$ cat src/rtl/lif_scheduler.sv
// ============================================================================
// Module      : lif_scheduler
// Description : Time-multiplexed leaky integrate-and-fire neuron scheduler.
// Revision    : 1.0 - initial release
// ============================================================================
`default_nettype none

module lif_scheduler #(
    parameter int N_NEURONS = 8,
    parameter int VW        = 8
) (
    input  logic                         clk,
    input  logic                         rst_n,
    input  logic                         cfg_we,
    input  logic [1:0]                   cfg_addr,
    input  logic [7:0]                   cfg_data,
    input  logic                         in_valid,
    input  logic [$clog2(N_NEURONS)-1:0] in_idx,
    input  logic [VW-1:0]                in_weight,
    output logic                         in_ready,
    input  logic                         step,
    output logic                         busy,
    output logic [N_NEURONS-1:0]         spikes,
    output logic                         spike_valid
);

    localparam int c_IW = $clog2(N_NEURONS);

    typedef enum logic [1:0] {
        S_IDLE   = 2'd0,
        S_UPDATE = 2'd1,
        S_DONE   = 2'd2
    } state_t;

    state_t                 state_q, state_d;
    logic [c_IW-1:0]        cnt_q, cnt_d;

    logic [VW-1:0]          thr_q, thr_w_q;
    logic [2:0]             leak_q, leak_w_q;
    logic [3:0]             refp_q, refp_w_q;
    logic                   en_q;

    logic [VW-1:0]          v_q   [N_NEURONS];
    logic [VW-1:0]          acc_q [N_NEURONS];
    logic [3:0]             ref_q [N_NEURONS];
    logic [N_NEURONS-1:0]   spk_work_q;
    logic [N_NEURONS-1:0]   spikes_q;

    logic                   w_start, w_accept, w_last, w_fire;
    logic [VW-1:0]          w_v_cur, w_leak_term, w_v_sat, w_v_new, w_acc_sat;
    logic [VW:0]            w_v_sum, w_acc_sum;
    logic [3:0]             w_ref_cur, w_ref_new;
    logic [N_NEURONS-1:0]   w_spk_next;

    always_comb begin
        state_d     = state_q;
        cnt_d       = cnt_q;
        in_ready    = 1'b0;
        busy        = 1'b1;
        spike_valid = 1'b0;
        w_start     = 1'b0;
        case (state_q)
            S_IDLE: begin
                in_ready = 1'b1;
                busy     = 1'b0;
                if (step && en_q) begin
                    w_start = 1'b1;
                    cnt_d   = '0;
                    state_d = S_UPDATE;
                end
            end
            S_UPDATE: begin
                cnt_d = cnt_q + 1'b1;
                if (w_last) state_d = S_DONE;
            end
            S_DONE: begin
                spike_valid = 1'b1;
                state_d     = S_IDLE;
            end
            default: state_d = S_IDLE;
        endcase
    end

    always_ff @(posedge clk or negedge rst_n) begin
        if (!rst_n) state_q <= S_IDLE;
        else        state_q <= state_d;
    end

    assign w_accept = in_valid && in_ready;
    assign w_last   = (cnt_q == c_IW'(N_NEURONS - 1));

    // Neuron update for the currently scheduled index; sums carry one guard bit.
    always_comb begin
        w_v_cur     = v_q[cnt_q];
        w_ref_cur   = ref_q[cnt_q];
        w_leak_term = (leak_w_q == 3'd0) ? '0 : (w_v_cur >> leak_w_q);
        w_v_sum     = {1'b0, w_v_cur} - {1'b0, w_leak_term} + {1'b0, acc_q[cnt_q]};
        w_v_sat     = w_v_sum[VW] ? '1 : w_v_sum[VW-1:0];
        w_fire      = (w_ref_cur == 4'd0) && (w_v_sat >= thr_w_q);
        w_v_new     = ((w_ref_cur != 4'd0) || w_fire) ? '0 : w_v_sat;
        if (w_ref_cur != 4'd0) w_ref_new = w_ref_cur - 4'd1;
        else if (w_fire)       w_ref_new = refp_w_q;
        else                   w_ref_new = 4'd0;
        w_spk_next        = spk_work_q;
        w_spk_next[cnt_q] = w_fire;
        w_acc_sum         = {1'b0, acc_q[in_idx]} + {1'b0, in_weight};
        w_acc_sat         = w_acc_sum[VW] ? '1 : w_acc_sum[VW-1:0];
    end

    always_ff @(posedge clk or negedge rst_n) begin
        if (!rst_n) begin
            cnt_q      <= '0;
            thr_q      <= VW'(8'h80);
            leak_q     <= 3'd0;
            refp_q     <= 4'd0;
            en_q       <= 1'b0;
            thr_w_q    <= VW'(8'h80);
            leak_w_q   <= 3'd0;
            refp_w_q   <= 4'd0;
            spk_work_q <= '0;
            spikes_q   <= '0;
            for (int i = 0; i < N_NEURONS; i++) begin
                v_q[i]   <= '0;
                acc_q[i] <= '0;
                ref_q[i] <= 4'd0;
            end
        end else begin
            cnt_q <= cnt_d;
            if (cfg_we) begin
                case (cfg_addr)
                    2'd0:    thr_q  <= VW'(cfg_data);
                    2'd1:    leak_q <= cfg_data[2:0];
                    2'd2:    refp_q <= cfg_data[3:0];
                    default: en_q   <= cfg_data[0];
                endcase
            end
            // Working copies freeze the configuration for the whole timestep.
            if (w_start) begin
                thr_w_q  <= thr_q;
                leak_w_q <= leak_q;
                refp_w_q <= refp_q;
            end
            if (w_accept) acc_q[in_idx] <= w_acc_sat;
            if (state_q == S_UPDATE) begin
                v_q[cnt_q]   <= w_v_new;
                ref_q[cnt_q] <= w_ref_new;
                acc_q[cnt_q] <= '0;
                spk_work_q   <= w_spk_next;
                if (w_last) spikes_q <= w_spk_next;
            end
        end
    end

    assign spikes = spikes_q;

endmodule

`default_nettype wire

$ cat config.mk
export PLATFORM = sky130hd
export DESIGN_NAME = lif_scheduler
export DESIGN_NICKNAME = d
export VERILOG_FILES = /design/src/rtl/lif_scheduler.sv
export SDC_FILE = /design/constraint.sdc
export NUM_CORES = 1
export LEC_CHECK = 0
export CAP_MARGIN = 10
export CORE_ASPECT_RATIO = 0.75
export CORE_MARGIN = 4
export CORE_UTILIZATION = 64
export CTS_CLUSTER_DIAMETER = 200
export DETAILED_ROUTE_END_ITERATION = 7
export DONT_BUFFER_PORTS = 1
export HOLD_SLACK_MARGIN = 0.12
export PLACE_DENSITY = 0.8
export SLEW_MARGIN = 20
export SYNTH_ARGS = -nofsm -noshare
export SYNTH_HDL_FRONTEND = slang
export SYNTH_SLANG_ARGS = --single-unit
export TNS_END_PERCENT = 50
$ cat constraint.sdc
create_clock -name clk -period 7.7 [get_ports clk]
set_input_delay 1.54 -clock clk [delete_from_list [all_inputs] [get_ports clk]]
set_output_delay 1.54 -clock clk [all_outputs]
set_load 0.02 [all_outputs]
==> qor.csv, run 1 <==
stage;metric;value;unit
placed_design;placedCellCount;1334;
synth;yosys_warnings;0;
route;wl_per_cell;21.8;um
global_route;grt_max_degree;213;
sta;rsz0062_at_grt;no;
worst_hold_path;holdCritPathClass;reg2reg;
clocking;cts.sinks;212;
sta;setup_ws;0.810;ns
setup_path;arrival;7.33;ns
sta;post-route-min-period;6.89;ns
clocking;cts_max_level;1;
die;initial_core_util;65.6;%
cells_and_area;final_common_cell;dfrtp_1;
synth;yosys.area.top_type;dfrtp_1;
cells_and_area;drive_above_1_share;16.8;%
clocking;cts-buffers-inserted;21;
global_route;grt_antenna_before_repair;0;
setup_path;start_kind;flop;
synth;seq_area_frac_synth;45.6;%
sta;fin_setup_tns;0;ns
synth;synth_edf_count;0;
synth;synth_top_family_by_area;compound AO/OA/AOI/OAI gates;
synth;yosysTopAreaCellShare;45.1;%
route;drt_iter0_drc;1162;
cells_and_area;nets;1178;
clocking;post_cts_resized;0;
synth;ys.flop_type;dfrtp_1;
setup_path;cp.required;8.14;ns
route;via_per_inst;6.65;
global_route;grt_pass1_wl;47800;um
synth;ys_ff_latch;212;
synth;syn_area;0.0116;sq mm
sta;finalHoldViolCount;0;
outcome;status;finished clean;
die;io_pins;37;
die;dieWidth;164;um
global_route;grt_pass1_vias;8631;
cells_and_area;layout.cells.non_filler;1372;
synth;synthMuxAreaShare;14.7;%
synth;synth-simple-area-share;12.2;%
placed_design;portBuffers;0;
placed_design;place_congestion;0.943;
clocking;hold_buffers;0;
synth;synth_compound_area_share;18.5;%
clocking;clk_path_buf_depth;3;
setup_path;crit_type;reg2reg;
synth;synthTopCellsByArea;dfrtp_1, mux4_2, o21ai_0;
synth;yosys.area_share.xor_xnor;0.451;%
flow_run;max_cap_viol_count;0;
die;die_area;0.0204;sq mm
sta;maxSlewViolCount;0;
setup_path;crit_fanout;22;
global_route;grt.total_usage;29.5;%
clocking;clk_pin_slew;0.07;ns
route;ant_nets;0;
clocking;post_cts_buffers;0;
clocking;tritoncts;yes;
route;routed_wl;29800;um
synth;synth_area_per_cell;10.2;sq um
route;num_vias;9120;
sta;max_freq;145;MHz
synth;synth_fp_nets;1204;
setup_path;reg2reg_slack;0.81;ns
cells_and_area;n_antenna_cell;0;
synth;ys_async_sr_fraction;100;%
die;row_count;42;
die;core-area;0.0178;sq mm
sta;fin_crit_sh;89.5;%
route;drt_first_pass_iters;5;
route;drc;0;
sta;slew_headroom;32.0;%
clocking;insertion_delay;0.51;ns
global_route;grt_overflow;0;
placed_design;place_ws;0.994;ns
sta;worstMarginPinSlew;1.02;ns
placed_design;dp_hpwl;20000;um
cells_and_area;syn2layout_area_growth;7.48;%
synth;synthDistinctLibCells;79;
sta;fin_skew;0.0200;ns
sta;setup_violations;0;
die;fp.dieH;125;um
synth;syn_inst;1141;
cells_and_area;final_cell_mix;dfrtp_1, nand2_1, o21ai_0;
synth;synthAdderAreaFrac;4.56;%
clocking;cts-root-buf;clkbuf_16;
setup_path;end_kind;flop;
-- cell families after synthesis --
kind of cell | count (synthesis)
other | 1
AND/OR/NAND/NOR | 305
flip-flops | 212
multiplexers | 125
XOR/XNOR | 6
AO/OA/AOI/OAI | 347
buffers and inverters | 108
adder cells (fa/ha/maj) | 37
-- final timing paths --
kind                       cells after the start              endpoint                  from
setup reg to reg                              21    v_q[1]$_DFFE_PN0P_  cnt_q[2]$_DFFE_PN0P_
max in group asynchronous                      0  thr_q[7]$_DFFE_PN1P_                 rst_n
hold reg to reg                                2  ref_q[0]$_DFFE_PN0P_  ref_q[0]$_DFFE_PN0P_
setup / recovery                              21    v_q[1]$_DFFE_PN0P_  cnt_q[2]$_DFFE_PN0P_
min in group asynchronous                      0   acc_q[21]$_DFF_PN0_                 rst_n
hold / removal                                 2  ref_q[0]$_DFFE_PN0P_  ref_q[0]$_DFFE_PN0P_
-- cell usage after synthesis (3+ instances only) --
library cell,instances
dfrtp_1,210
nand2_1,163
o21ai_0,123
a21oi_1,75
mux2_2,51
clkbuf_1,45
mux2i_1,42
nor2_1,41
inv_1,36
o21ai_1,30
mux4_2,29
ha_1,28
nor3_1,26
o21ai_2,16
nand2b_1,15
nand3_1,15
buf_2,14
o21a_1,11
a31oi_1,10
fa_1,9
a22oi_1,8
nor2b_1,8
o211a_1,8
o22ai_1,6
a211oi_1,5
a21o_1,5
a221oi_1,5
a311oi_1,5
and3_1,5
nand3b_1,5
o311ai_0,5
and2_1,4
buf_1,4
xnor2_1,4
a22o_1,3
buf_4,3
buf_6,3
nand4_1,3
o21ai_4,3
o221ai_1,3
o31ai_1,3
o32ai_1,3
-- area by class of cell --
cell class | instances | area, sq um
Inverter | 38 | 143
Clock buffer | 25 | 571
Sequential cell | 212 | 5310
Tap cell | 242 | 303
Fill cell | 1335 | 5250
Multi-Input combinational cell | 821 | 5880
Timing Repair Buffer | 21 | 170
Clock inverter | 13 | 138
-- per-stage QoR --
step / hold WS [ns] / utilization [%] / instance area, sq um
2_1_floorplan: 0.433 / - / 11600
5_1_grt: 0.499 / 70.5 / 12500
3_3_place_gp: 0.451 / 66.4 / 11800
4_1_cts: 0.478 / 70.4 / 12500
6_report: 0.477 / 70.5 / 12500
3_5_place_dp: 0.455 / 66.4 / 11800
-- worst max-delay path, stage by stage, from the launching register on --
cell       delay [ns]
dfrtp_2          0.61
buf_4            0.31
nor2b_1          0.33
a21oi_1          0.12
o221ai_1         0.52
nand3_1          0.20
a31oi_1          0.27
fa_1             0.50
fa_1             0.46
nand2b_1         0.19
a211o_1          0.28
and4b_1          0.26
nor3_4           0.43
nor2_1           0.10
ha_1             0.28
nand2b_1         0.14
a2111oi_0        0.49
o31ai_1          0.14
buf_4            0.19
and3b_4          0.50
a21boi_4         0.32
mux2_2           0.19
-- state kept, by name, summed over array words and instances (netlist names) --
| signal | count |
|---|---|
| acc_q | 64 |
| v_q | 64 |
| ref_q | 32 |
| spikes | 8 |
| spk_work_q | 8 |
| thr_q | 8 |
| thr_w_q | 8 |
| refp_q | 4 |
| refp_w_q | 4 |
| cnt_q | 3 |
| leak_q | 3 |
| leak_w_q | 3 |
| state_q | 2 |
| en_q | 1 |
-- metal layers --
metal	vias up	part of all wire, %	global-route usage [%]
li1	4072	-	-
met1	4502	44	45.9
met2	470	43	42.3
met3	76	9.6	6.02
met4	0	2.8	7.84
met5	-	0	0
Power of run 1 is not shown: default switching activity piles up to over one toggle a cycle in this logic, so the estimate is an artifact.
==> run 2, diff against run 1 <==
--- a/config.mk
+++ b/config.mk
@@ -14,6 +14,7 @@
 export DONT_BUFFER_PORTS = 1
 export HOLD_SLACK_MARGIN = 0.12
 export PLACE_DENSITY = 0.8
+export RECOVER_POWER = 50
 export SLEW_MARGIN = 20
 export SYNTH_ARGS = -nofsm -noshare
 export SYNTH_HDL_FRONTEND = slang
==> results of run 2 <==
Final layout, timing and power as in run 1 (identical DEF).
Power of run 2 is left out for the same reason.
